===== config.mk =====
export PLATFORM = sky130hd
export DESIGN_NAME = seq_mag_comparator
export DESIGN_NICKNAME = d
export VERILOG_FILES = /design/src/rtl/seq_cmp_pkg.sv /design/src/rtl/seq_mag_comparator_digit.sv /design/src/rtl/seq_mag_comparator.sv
export SDC_FILE = /design/constraint.sdc
export NUM_CORES = 1
export LEC_CHECK = 0
export ABC_AREA = 1
export CORE_MARGIN = 1.5
export CORE_UTILIZATION = 35
export DETAILED_ROUTE_END_ITERATION = 16
export PLACE_DENSITY_LB_ADDON = 0.05
export SETUP_SLACK_MARGIN = 0.4
export SLEW_MARGIN = 5
export SYNTH_ARGS = -nofsm -noshare
export SYNTH_HDL_FRONTEND = slang
export SYNTH_SLANG_ARGS = --single-unit
export TNS_END_PERCENT = 30

===== constraint.sdc =====
create_clock -name clk -period 2.35 [get_ports clk]
set_input_delay 0.235 -clock clk [delete_from_list [all_inputs] [get_ports clk]]
set_output_delay 0.235 -clock clk [all_outputs]
set_load 0.05 [all_outputs]

===== src/rtl/seq_cmp_pkg.sv =====
// Shared encodings for the digit-serial magnitude comparator: FSM states and
// one-hot result codes ordered {gt, eq, lt}.
package seq_cmp_pkg;

    typedef enum logic [1:0] {
        IDLE = 2'd0,
        SCAN = 2'd1,
        DONE = 2'd2
    } state_t;

    localparam logic [2:0] GT   = 3'b100;
    localparam logic [2:0] EQ   = 3'b010;
    localparam logic [2:0] LT   = 3'b001;
    localparam logic [2:0] NONE = 3'b000;

endpackage


===== src/rtl/seq_mag_comparator_digit.sv =====
// Combinational unsigned compare of one DIGIT-bit slice of each operand.
module digit_compare #(
    parameter int DIGIT = 4
) (
    input  logic [DIGIT-1:0] x,
    input  logic [DIGIT-1:0] y,
    output logic             gt,
    output logic             eq,
    output logic             lt
);

    always_comb begin
        gt = (x > y);
        eq = (x == y);
        lt = (x < y);
    end

endmodule


===== src/rtl/seq_mag_comparator.sv =====
// Digit-serial magnitude comparator, MSB digit first, unsigned or two's complement.
// Define SEQ_CMP_EARLY_EXIT_EN to leave SCAN at the first unequal digit.
module seq_mag_comparator
    import seq_cmp_pkg::*;
#(
    parameter int WIDTH = 16,
    parameter int DIGIT = 4
) (
    input  logic             clk,
    input  logic             rst,
    input  logic             start,
    input  logic             signed_mode,
    input  logic [WIDTH-1:0] a,
    input  logic [WIDTH-1:0] b,
    output logic             busy,
    output logic             done,
    output logic             a_gt_b,
    output logic             a_eq_b,
    output logic             a_lt_b
);

    localparam int N_DIG = WIDTH / DIGIT;
    localparam int CW    = (N_DIG > 1) ? $clog2(N_DIG) : 1;
    localparam logic [CW-1:0] LAST = CW'(N_DIG - 1);

    state_t           state_q, state_d;
    logic [CW-1:0]    j_q, j_d;
    logic [WIDTH-1:0] a_q, a_d, b_q, b_d;
    logic             sgn_q, sgn_d;
    logic [2:0]       res_q, res_d;
`ifndef SEQ_CMP_EARLY_EXIT_EN
    logic [2:0]       pend_q, pend_d;
`endif

    logic [DIGIT-1:0] a_dig [N_DIG];
    logic [DIGIT-1:0] b_dig [N_DIG];
    logic [DIGIT-1:0] x, y;
    logic             d_gt, d_eq, d_lt;
    logic [2:0]       cur;

    for (genvar g = 0; g < N_DIG; g++) begin : g_dig
        assign a_dig[g] = a_q[WIDTH-1-g*DIGIT -: DIGIT];
        assign b_dig[g] = b_q[WIDTH-1-g*DIGIT -: DIGIT];
    end

    // Flipping the sign bit maps two's complement onto unsigned order.
    always_comb begin
        x = a_dig[j_q];
        y = b_dig[j_q];
        if (sgn_q && (j_q == '0)) begin
            x[DIGIT-1] = ~x[DIGIT-1];
            y[DIGIT-1] = ~y[DIGIT-1];
        end
    end

    digit_compare #(.DIGIT(DIGIT)) u_digit (
        .x  (x),
        .y  (y),
        .gt (d_gt),
        .eq (d_eq),
        .lt (d_lt)
    );

    always_comb begin
        cur = d_gt ? GT : (d_lt ? LT : EQ);
    end

    always_comb begin
        state_d = state_q;
        j_d     = j_q;
        a_d     = a_q;
        b_d     = b_q;
        sgn_d   = sgn_q;
        res_d   = res_q;
`ifndef SEQ_CMP_EARLY_EXIT_EN
        pend_d  = pend_q;
`endif
        case (state_q)
            IDLE, DONE: begin
                if (start) begin
                    a_d     = a;
                    b_d     = b;
                    sgn_d   = signed_mode;
                    j_d     = '0;
`ifndef SEQ_CMP_EARLY_EXIT_EN
                    pend_d  = NONE;
`endif
                    state_d = SCAN;
                end else begin
                    state_d = IDLE;
                end
            end
            SCAN: begin
`ifdef SEQ_CMP_EARLY_EXIT_EN
                if (!d_eq || (j_q == LAST)) begin
                    res_d   = cur;
                    j_d     = '0;
                    state_d = DONE;
                end else begin
                    j_d = j_q + 1'b1;
                end
`else
                // The first unequal digit is latched; later digits cannot override it.
                if ((pend_q == NONE) && !d_eq) begin
                    pend_d = cur;
                end
                if (j_q == LAST) begin
                    res_d   = (pend_q != NONE) ? pend_q : cur;
                    j_d     = '0;
                    state_d = DONE;
                end else begin
                    j_d = j_q + 1'b1;
                end
`endif
            end
            default: state_d = IDLE;
        endcase
    end

    always_ff @(posedge clk or posedge rst) begin
        if (rst) begin
            state_q <= IDLE;
            j_q     <= '0;
            a_q     <= '0;
            b_q     <= '0;
            sgn_q   <= 1'b0;
            res_q   <= NONE;
`ifndef SEQ_CMP_EARLY_EXIT_EN
            pend_q  <= NONE;
`endif
        end else begin
            state_q <= state_d;
            j_q     <= j_d;
            a_q     <= a_d;
            b_q     <= b_d;
            sgn_q   <= sgn_d;
            res_q   <= res_d;
`ifndef SEQ_CMP_EARLY_EXIT_EN
            pend_q  <= pend_d;
`endif
        end
    end

    always_comb begin
        busy   = (state_q == SCAN);
        done   = (state_q == DONE);
        a_gt_b = res_q[2];
        a_eq_b = res_q[1];
        a_lt_b = res_q[0];
    end

endmodule

== Word-level counts from Yosys, hierarchy flattened ==
Cells that the tools add are included.
W data, S select, Z words.

* Output and inout port bits: 5
* Logic and storage cells: 54
* Memory bits (read-only): 0
* Latch bits: 0
* RAM bits: 0
* Input port bits: 36
* Memories kept: 0
* Flip-flop bits (word level): 43

* Multipliers: 0
* Equal/unequal tests: 7
* Shift-type cells: 0
* Divide/modulo/power cells: 0
* $lt $le $gt $ge: 3
* $add $sub $neg: 1
* Reductions and logical operators: 13
* Muxes and demuxes: 20
* Bitwise operators: 3

{| class="wikitable"
|+ Operators by type and width
! operator !! count
|-
| $bmux W4 S2 || 2
|-
| $mux W4 || 4
|-
| $mux W3 || 4
|-
| $mux W2 || 4
|-
| $pmux W2 S2 || 2
|-
| $pmux W3 S2 || 1
|-
| $reduce_and A2 Y1 || 3
|-
| $eq A2 B2 Y1 const B || 2
|-
| $eq A4 B4 Y1 || 1
|-
| $gt A4 B4 Y1 || 1
|-
| $logic_not A2 Y1 || 2
|-
| $lt A4 B4 Y1 || 1
|-
| $ne A2 B1 Y1 const B || 2
|-
| $ge A3 B3 Y1 const B || 1
|-
| $logic_not A3 Y1 || 1
|-
| $mux W1 || 3
|-
| $not A2 Y3 || 1
|-
| $reduce_and A3 Y1 || 1
|-
| $reduce_bool A3 Y1 || 1
|-
| $add A2 B1 Y2 const B || 1
|-
| $eq A2 B1 Y1 const B || 1
|-
| $logic_and A1 B1 Y1 || 2
|-
| $ne A2 B2 Y1 const B || 1
|-
| $not A1 Y1 || 2
|-
| other kinds (3) || 3
|}

== Depth between registers and ports, before layout ==
* Depth after elaboration: 11
* Mapped depth: 14
* Depth with buffers taken out: 13

== Cells and area by module ==
From an unflattened synthesis, not the netlist that was laid out.

* Cells, all modules: 285
* Area total of the unflattened synthesis: 2,168.3 µm²

{| class="wikitable"
|+ By module, submodules not included
! module !! sequential area each (µm²) !! area an instance (µm²) !! cells each !! instances
|-
| seq_mag_comparator || 1,076.0 || 2,053.2 || 265 || 1
|-
| digit_compare || 0.0 || 115.1 || 20 || 1
|}

== Worst setup path before layout ==
OpenSTA, ideal clock, no wires.

* Path type: register to register
* From: register j_q[0]
* To: register pend_q[0]
* Cell stages (with the launch flop): 13
* Path buffers: 2
* Path slack: 0.371 ns
* Setup time: 0.065 ns
* Data required time: 2.285 ns
* Data arrival time: 1.914 ns
* Clock period less this slack: 1.979 ns
* Cells stage by stage: dfrtp_1 buf_2 inv_2 buf_4 ha_1 nand2_1 xor2_1 ha_1 a21oi_1 nand2_1 nor2_1 nand2_1 nand2_1

* Cells in the longest elaborated chain, start to end: 11
* Elaborated cells between the ends (all ways): 24
* Those cells by class: order compare (2); eq/ne (2); mux (12); bitwise (3); reduce/logical (5)

{| class="wikitable"
|+ Ends and longest elaborated chain
! what !! RTL line !! source
|-
| start: declaration || seq_mag_comparator.sv:27 || <nowiki>logic [CW-1:0] j_q, j_d;</nowiki>
|-
| start signal: assignment || seq_mag_comparator.sv:133 || <nowiki>j_q <= j_d;</nowiki>
|-
| $not A2 Y3 (implied by the code) || seq_mag_comparator.sv:48, seq_mag_comparator.sv:49 ||
|-
| $bmux W4 S2 (on tied branches) || seq_mag_comparator.sv:48, seq_mag_comparator.sv:49 ||
|-
| $mux W4 (on tied branches) (2 in series) || seq_mag_comparator.sv:48, seq_mag_comparator.sv:49 ||
|-
| $not A1 Y1 (on tied branches) || seq_mag_comparator.sv:51, seq_mag_comparator.sv:52 ||
|-
| $mux W1 || seq_mag_comparator.sv:50 || <nowiki>if (sgn_q && (j_q == '0)) begin</nowiki>
|-
| $lt A4 B4 Y1 / $eq A4 B4 Y1 (equally long branches) || seq_mag_comparator_digit.sv:15, seq_mag_comparator_digit.sv:14 ||
|-
| $mux W2 / $logic_not A1 Y1 (equally long branches) || seq_mag_comparator.sv:65, seq_mag_comparator.sv:104 ||
|-
| $mux W3 / $logic_and A1 B1 Y1 (equally long branches) || seq_mag_comparator.sv:65, seq_mag_comparator.sv:104 ||
|-
| $mux W3 / $ne A2 B1 Y1 (equally long branches) || -- ||
|-
| $pmux W3 S2 / $reduce_and A3 Y1 (equally long branches) || -- ||
|-
| end signal: assignment || seq_mag_comparator.sv:139 || <nowiki>pend_q <= pend_d;</nowiki>
|-
| end: declaration || seq_mag_comparator.sv:32 || <nowiki>logic [2:0] pend_q, pend_d;</nowiki>
|}

Parallel ways exist; a longest one is shown, timed or not. The select of a mux whose other input is x is not followed.
A chain may end at the register's enable or synchronous reset.

== Final worst setup path ==
Same ends and word-level chain as after synthesis.

==> impl_metrics.json <==
{
  "outcome": "finished clean",
  "power_density_nw_per_um2": 1590,
  "critPathMaxFanout": 6,
  "coreArea_um2": 5850,
  "worstSetupPathType": "reg2reg",
  "num_antenna_cells": 0,
  "cap_violations": 0,
  "yosys_warnings": 0,
  "slew_viol_final": 0,
  "worst_pin_slew_ns": 0.536,
  "h-tree-depth": 2,
  "synth_top_family_by_area": "multiplexers",
  "synthCells": 200,
  "crit_path_end_kind": "register",
  "drive_above_1_share_pct": 35.6,
  "grt_antenna_before_repair": 0,
  "cts_buffers": 5,
  "hp-class": "in2async",
  "rsz0062_at_grt": "yes",
  "fin_crit_sh_pct": 79.8,
  "finalPower_mw": 4.70,
  "hold_viol_final": 0,
  "initial_core_util_pct": 35.8,
  "io_pins": 41,
  "clkLatencyLatePin_ns": 0.29,
  "fin_nets": 292,
  "ys_seq_elements": 43,
  "die_y_um": 80.4,
  "avgSynthCellArea_um2": 10.5,
  "ant_nets": 0,
  "clk_pin_slew_ns": 0.08,
  "synth_xor_area_share_pct": 0.835,
  "portBuffers": 40,
  "seq_area_frac_synth_pct": 51.3,
  "wl_per_cell_um": 13.6,
  "first_iter_violations": 59,
  "grt_pass1_wl_um": 6790,
  "setup_tns_ns": 0,
  "slew_headroom_pct": 64.3,
  "ctsHoldBuffers": 0,
  "cts_tree": "built",
  "drc_errors": 0,
  "ir_drop_mv": 0.667,
  "synthAdderAreaFrac_pct": 3.58,
  "die_area_um2": 6460,
  "leakage_nw": 1.33,
  "max_freq_mhz": 533,
  "grt_overflow_total": 0,
  "dr.pass1.iters": 4,
  "synth_compound_area_share_pct": 7.10,
  "via_count": 1531,
  "crit_path_start_kind": "register",
  "cts_buffer_depth": 2,
  "finClkSkew_ns": 0.0117,
  "finalSetupViolations": 0,
  "synth-simple-area-share_pct": 12.9,
  "cp_data_arrival_time_ns": 2.06,
  "clkSinkCount": 43,
  "area.growth.synth_to_final_pct": 40.8,
  "grt_max_degree": 44,
  "die_w_um": 80.4,
  "netlist_area_um2": 2100,
  "rows": 28,
  "routed_wl_um": 4420,
  "hpwlAfterDp_um": 2970,
  "synth_mux_area_share_pct": 18.4,
  "yosysUniqueCellTypes": 26,
  "grtUsageTotal_pct": 14.0,
  "timing.final.crit_period_ns": 1.88,
  "cts_root_buf": "clkbuf_8",
  "globalplace.congestion": 0.772,
  "crit_required_ns": 2.53,
  "grt_pass1_vias": 1405,
  "syn_nets": 242,
  "vias_per_cell": 4.71
}
## cell type report
type	instances	area (um2)
Clock buffer	6	72.6
Clock inverter	1	30.0
Fill cell	543	2900
Inverter	18	75.1
Multi-Input combinational cell	131	1070
Sequential cell	43	1080
Tap cell	75	93.8
Timing Repair Buffer	50	532
Timing Repair inverter	1	5.00
## power breakdown
part           switching [mW]  leakage, nW  internal, mW  total, mW
Sequential              0.273        0.509          1.11       1.38
Clock                   0.237       0.0513         0.312      0.549
Combinational            1.41        0.771          1.36       2.76
## final timing paths
path                       depth (start not counted)  slack (ns)      from    endpoint
max                                               10        0.47    j_q[0]   pend_q[0]
min                                                3        0.38       rst  state_q[1]
max reg2reg                                       10        0.47    j_q[0]   pend_q[0]
min reg2reg                                        1        0.51  a_dig[5]    a_dig[5]
max in group asynchronous                          3        1.58       rst      j_q[0]
min in group clk                                   1        0.51  a_dig[5]    a_dig[5]
## metal layers
layer | up-vias | wire length [um] | track usage (%) | part of all wire, %
met5 | - | 0 | 0 | 0
li1 | 758 | - | - | -
met3 | 8 | 172 | 3.75 | 3.9
met1 | 729 | 2160 | 19.7 | 49
met4 | 0 | 60 | 4.14 | 1.4
met2 | 36 | 2030 | 20.9 | 46
## timing repair
item | in CTS | in global routing
setup buffers | 1 | 3
gates resized for setup | 3 | 47
pin swaps | 0 | 17
endpoints found under the setup margin | 6 | 7
cloned | 0 | 2
## flip-flops by register name, summed over array words and instances, names as in the netlist
signal,count
a_dig,16
b_dig,16
pend_q,3
res_q,3
j_q,2
state_q,2
sgn_q,1
## cell usage after synthesis
| cell | number | share of area [%] |
|---|---|---|
| o22a_1 | 3 | 1.3 |
| nand2_2 | 1 | 0.30 |
| inv_1 | 15 | 2.7 |
| clkinv_1 | 1 | 0.18 |
| nand3_1 | 9 | 2.1 |
| xnor2_1 | 1 | 0.42 |
| buf_6 | 2 | 1.1 |
| nand2_1 | 32 | 5.7 |
| o21a_1 | 1 | 0.36 |
| o22ai_1 | 3 | 0.90 |
| mux2_4 | 4 | 2.9 |
| xor2_1 | 1 | 0.42 |
| a21boi_0 | 1 | 0.36 |
| inv_2 | 2 | 0.36 |
| nand4_1 | 1 | 0.30 |
| or2_2 | 1 | 0.30 |
| mux2_2 | 29 | 16 |
| buf_2 | 5 | 1.2 |
| dfrtp_1 | 43 | 51 |
| buf_4 | 1 | 0.36 |
| ha_1 | 6 | 3.6 |
| a21oi_1 | 3 | 0.72 |
| o21ai_0 | 13 | 3.1 |
| o21ai_2 | 1 | 0.42 |
| nor2_4 | 1 | 0.54 |
| nor2_1 | 20 | 3.6 |
## metrics by stage
stage	worst slack, ns	cell area (um2)	util [%]	instances	hold slack [ns]
final	0.474	2950	50.5	325	0.382
after global routing	0.373	2950	50.5	325	0.433
after CTS	0.401	2710	46.3	320	0.402
after detailed placement	0.316	2590	44.3	312	0.492
after global placement	0.353	2590	44.3	312	0.488
after floorplan	0.407	2110	-	200	0.384
## worst max-delay path, stage by stage (launching register included)
cell and delay, ns:
dfrtp_2 0.49, clkinv_4 0.12, buf_12 0.13, nor2_2 0.03, o22a_1 0.24, ha_4 0.29
nand4_1 0.16, nand3_2 0.13, nand2_2 0.05, nand2_1 0.07, nand2_1 0.04
## logic make-up (layout without fill, tap and decap cells)
kind of cell / after synthesis / count (layout)
adder cells (fa/ha/maj): 6 / 6
AO/OA/AOI/OAI: 25 / 25
multiplexers: 33 / 33
AND/OR/NAND/NOR: 65 / 65
flip-flops: 43 / 43
XOR/XNOR: 2 / 2
buffers and inverters: 26 / 76
## layout by cell type, fill, tap and decap left out, types with 3 or more instances in the layout
cell type,count
inv_1,15
clkbuf_8,5
nor2_1,15
dfrtp_1,42
nand3_2,4
nand2_2,10
buf_4,5
mux2_4,4
nor2_2,4
mux2_2,29
o21ai_2,4
clkdlybuf4s50_1,39
nand2_1,21
o21ai_0,8
ha_4,4
nand3_1,5
o22a_1,3
No activity file was read; power rests on OpenSTA's default activity.
